$ cat src/rtl/koggestone_adder4_tt.sv
// ============================================================================
// Module   : koggestone_adder4_tt
// Brief    : 4-bit Kogge-Stone prefix adder TinyTapeout tile with a
//            registered debug copy of the result on the bidir outputs.
// Revision : 1.0  initial release
// ============================================================================
`default_nettype none

module koggestone_adder4_tt #(
  parameter int WIDTH = 4
) (
  input  logic       clk,
  input  logic       rst,
  input  logic       ena,
  input  logic [7:0] ui_in,
  output logic [7:0] uo_out,
  input  logic [7:0] uio_in,
  output logic [7:0] uio_out,
  output logic [7:0] uio_oe
);

  logic [WIDTH-1:0] w_a;
  logic [WIDTH-1:0] w_b;
  logic [WIDTH-1:0] w_g0;
  logic [WIDTH-1:0] w_p0;
  logic [WIDTH-1:0] w_g1;
  logic [WIDTH-1:2] w_p1;
  logic [WIDTH-1:0] w_g2;
  logic [WIDTH:0]   w_carry;
  logic [WIDTH-1:0] w_sum;
  logic             w_unused;
  logic [WIDTH:0]   r_result;

  assign w_a      = ui_in[WIDTH-1:0];
  assign w_b      = ui_in[2*WIDTH-1:WIDTH];
  assign w_unused = ^uio_in;

  genvar i;

  generate
    for (i = 0; i < WIDTH; i++) begin : g_pre
      assign w_g0[i] = w_a[i] & w_b[i];
      assign w_p0[i] = w_a[i] ^ w_b[i];
    end

    // Distance-1 level; bit 1 already spans [1:0] so it only needs G.
    for (i = 0; i < WIDTH; i++) begin : g_stage1
      if (i == 0) begin : g_pass
        assign w_g1[i] = w_g0[i];
      end else if (i == 1) begin : g_gray
        assign w_g1[i] = w_g0[i] | (w_p0[i] & w_g0[i-1]);
      end else begin : g_black
        assign w_g1[i] = w_g0[i] | (w_p0[i] & w_g0[i-1]);
        assign w_p1[i] = w_p0[i] & w_p0[i-1];
      end
    end

    // Distance-2 level is the last one, so every cell is gray.
    for (i = 0; i < WIDTH; i++) begin : g_stage2
      if (i < 2) begin : g_pass
        assign w_g2[i] = w_g1[i];
      end else begin : g_gray
        assign w_g2[i] = w_g1[i] | (w_p1[i] & w_g1[i-2]);
      end
    end

    assign w_carry[0] = 1'b0;
    for (i = 0; i < WIDTH; i++) begin : g_sum
      assign w_carry[i+1] = w_g2[i];
      assign w_sum[i]     = w_p0[i] ^ w_carry[i];
    end
  endgenerate

  always_ff @(posedge clk) begin
    if (rst) begin
      r_result <= '0;
    end else if (ena) begin
      r_result <= {w_carry[WIDTH], w_sum};
    end
  end

  assign uo_out  = {3'b000, w_carry[WIDTH], w_sum};
  assign uio_out = {3'b000, r_result};
  assign uio_oe  = 8'h00;

endmodule

`default_nettype wire

$ cat config.mk
export PLATFORM = sky130hd
export DESIGN_NAME = koggestone_adder4_tt
export DESIGN_NICKNAME = d
export VERILOG_FILES = /design/src/rtl/koggestone_adder4_tt.sv
export SDC_FILE = /design/constraint.sdc
export NUM_CORES = 1
export LEC_CHECK = 0
export BUFFER_PORTS_ARGS = -buffer_cell sky130_fd_sc_hd__buf_2
export CAP_MARGIN = 20
export CORE_MARGIN = 2
export CORE_UTILIZATION = 34
export DETAILED_ROUTE_END_ITERATION = 8
export PLACE_DENSITY = 0.76
export SYNTH_ARGS = -nofsm -noshare
export SYNTH_HDL_FRONTEND = slang
export SYNTH_SLANG_ARGS = --single-unit
$ cat constraint.sdc
create_clock -name clk -period 1.7 [get_ports clk]
set_input_delay 0.17 -clock clk [delete_from_list [all_inputs] [get_ports clk]]
set_output_delay 0.17 -clock clk [all_outputs]
set_load 0.05 [all_outputs]
==> summary.txt <==
Yosys
  • Synth area leaders: buf_4 23%, dfxtp_1 22%, ha_1 11%, fa_1 4.4%, mux2i_1 4.4%
  • Post-synthesis cell count: between 50 and 60
  • Total number of yosys warnings: 0
  • Post-synth design cell area: 450 um^2
  • Synth top cells by count: 14 x buf_4, 5 x dfxtp_1, 5 x inv_1, 4 x ha_1, 4 x nor2_1
  • Mean Syn Cell Area: 8.83 um^2
  • Share of the synthesized area in the top cell type: around a quarter
  • Yosys top cell by area: buf_4
  • Sequential area share after synthesis: 22.2%
  • Post-synth cell types: 21
  • Yosys reg bits: 5
  • Most instantiated library cell after synthesis: buf_4
  • Ys async rst share: 0%
  • EDFF count, synth: 0
  • Top FF cell, synth: dfxtp_1

Placement
  • GP Congestion: ~0.63
  • Port buffer count: 20
  • Hpwl dp: ~690 um
  • Placed cell areas: ~510 um^2

Global routing
  • GRT Total Usage: around an eighth
  • Antenna violations before repair: 0
  • Grt ovf: 0
  • First-pass GRT wire length: about 1.3 mm
  • Vias in the first global route: about 330
  • Largest net degree at the start of global routing: 10

Layout
  • Fillers: 140
  • Top flop regs: r_result: 5 flops
  • Layout cell share with drive strength beyond 1: a little over a third
  • Area of the multi-input gates: 274 um^2
  • Area growth syn-to-layout: 20.0%
  • Top reg by flops: r_result
  • Final instance area: 541 um^2
  • Max reg flops: 5
  • Number of antenna diodes: 0
  • Register Area: around 100 um^2
  • Fin nets: between 90 and 100

Critical path
  • Worst EP required: around 1.5 ns
  • Critical Path Sink Type: output pin
  • Slowest CP cell: ha_1
  • Delay-heaviest family, CP: compound AO/OA/AOI/OAI gates
  • CP Buf/Inv Count: 2
  • Reg2reg end: r_result[4]
  • Reg2Reg Launch Point: r_result[4]
  • Critical-path cell list: buf_2, ha_1, a21o_1, a21oi_1, xnor2_1, buf_2
  • Setup slack, reg-to-reg: 1.03 ns
  • Crit path kind: in2out
  • Worst Reg2Reg Path Length in Cells: 2
  • Critical path startpoint category: input port
  • CP dominant cell by count: buf_2
  • Crit path from: ui_in[1]
  • Crit path depth: 6
  • Worst setup path endpoint: uo_out[3]
  • Slowest stage delay, CP: about 0.28 ns
  • CP max FO: 2
  • Critical Path AT: 1.40 ns

Timing
  • RSZ-0062 raised after global routing: no
  • Fin. max-slew vios: 0
  • Final Hold Vio Count: 0
  • Setup-failing EPs final: 0
  • Fin crit period: between 1.5 and 2 ns
  • Setup Skew: 0 ns
  • Setup TNS: 0 ns
  • Fmax: about 640 MHz
  • Fin crit share: about 93%

CTS
  • CTS HTree Levels: 1
  • CTS root buf: clkbuf_4
  • CTS tree: yes
  • Postcts setup bufs: 0
  • Clock sink count: 5
  • Clock latency on the worst-skew pair: around 0.24 ns
  • CTS buffer count: 3
  • Clk slew on worst S/H paths: about 0.05 ns
  • CTS max path bufs: 2

Run
  • Max-Cap Viols: 0

Floorplanning
  • IO Count: 43
  • Core area: between 1000 and 1500 um^2
  • Row count: 13
  • Initial Util: a little over a third
  • Die X: about 40 um
  • Die height: between 40 and 50 um
  • Die Area: between 1500 and 2000 um^2

Detailed routing
  • TritonRoute pass-1 iters: 3
  • Vias: roughly 360
  • Vias per cell: 4.11
  • Detailed-route wire length: roughly 860 um
  • Remaining antenna violation count: 0
  • DRT iter0 DRCs: 5
  • DRC: 0
  • Drt wl/cell: 9.78 um

Power
  • Share of total power in combinational logic: 51.1%
  • Worst ir drop on vdd: about 0.00038 V
  • Sw Ratio: between 40% and 50%
  • Clock network power share: 25.1%
  • Internal: 280 uW
  • PD cells: 1030 nW/um^2
  • Reg power frac: between 20% and 30%
  • Leakage power: 0.306 nW
  • Sw Pwr: 277 uW

Status
  • Outcome: completed

Min path
  • Hold path cells: 2
  • Hold Crit Class: in2reg
## area by class of cell
| cell class | instances | share of cell area [%] |
|---|---|---|
| clock buffer | 4 | 4.86 |
| inverter | 5 | 3.47 |
| multi-input combinational | 39 | 50.7 |
| sequential | 5 | 18.5 |
| tap | 15 | 3.47 |
| timing repair buffer | 20 | 19.0 |
## metal layers
| metal | wire length [um] | global-route usage (%) |
|---|---|---|
| met1 | 329 | 13.1 |
| met2 | 430 | 22.6 |
| met3 | 101 | 4.44 |
| met4 | 0 | 7.50 |
| met5 | 0 | 0 |
## worst min path at each step
stage	start	to
finish	rst	r_result[4]
floorplan	rst	r_result[4]
detailed placement	rst	r_result[4]
global placement	rst	r_result[4]
CTS	rst	r_result[4]
global route	rst	r_result[4]
## worst reg2reg max path, delay by kind of cell (launching register included)
kind             cells  cell delay (ns)
AO/OA/AOI/OAI        1             0.22
flip-flops           1             0.32
AND/OR/NAND/NOR      1             0.05
## kinds of logic (layout without fill, tap and decap cells)
| group | after synthesis | count (layout) | share of synthesized area, % |
|---|---|---|---|
| AO/OA/AOI/OAI | 7 | 7 | 13.3 |
| multiplexers | 2 | 2 | 4.44 |
| other | 1 | 14 | 0.833 |
| adder cells (fa/ha/maj) | 5 | 5 | 15.6 |
| AND/OR/NAND/NOR | 9 | 9 | 9.72 |
| XOR/XNOR | 2 | 2 | 3.89 |
| flip-flops | 5 | 5 | 22.2 |
| buffers and inverters | 20 | 29 | 30.0 |
## power groups by stage
stage                     logic [mW]  registers, mW  clock network [mW]
after CTS                      0.283          0.133               0.145
after global routing           0.303          0.134               0.151
after global placement         0.279          0.135                   0
final                          0.285          0.133               0.140
after floorplan                0.222          0.172                   0
after detailed placement       0.281          0.135                   0
## metrics by stage
step | util (%) | power [mW] | hold WS (ns) | worst slack (ns) | cells
3_3_place_gp | 40.1 | 0.414 | 0.441 | 0.0608 | 84
3_5_place_dp | 40.1 | 0.417 | 0.446 | 0.0297 | 84
4_1_cts | 42.2 | 0.561 | 0.186 | 0.0235 | 88
5_1_grt | 42.6 | 0.589 | 0.212 | 0.0569 | 88
6_report | 42.6 | 0.558 | 0.190 | 0.126 | 88
2_1_floorplan | - | 0.395 | 0.242 | 0.0620 | 64
## placed cells by master, fill, tap and decap left out, types with 2 or more instances in the layout
cell	n
buf_2	19
conb_1	14
inv_1	5
dfxtp_1	5
nor2_1	4
ha_1	4
clkbuf_4	3
nand2_1	2
mux2i_1	2
## repair_timing
action                     CTS  global route
setup endpoints to repair    0             1
resized for setup            0             3
hold buffers                 0             0
No activity file was read; power rests on OpenSTA's default activity.
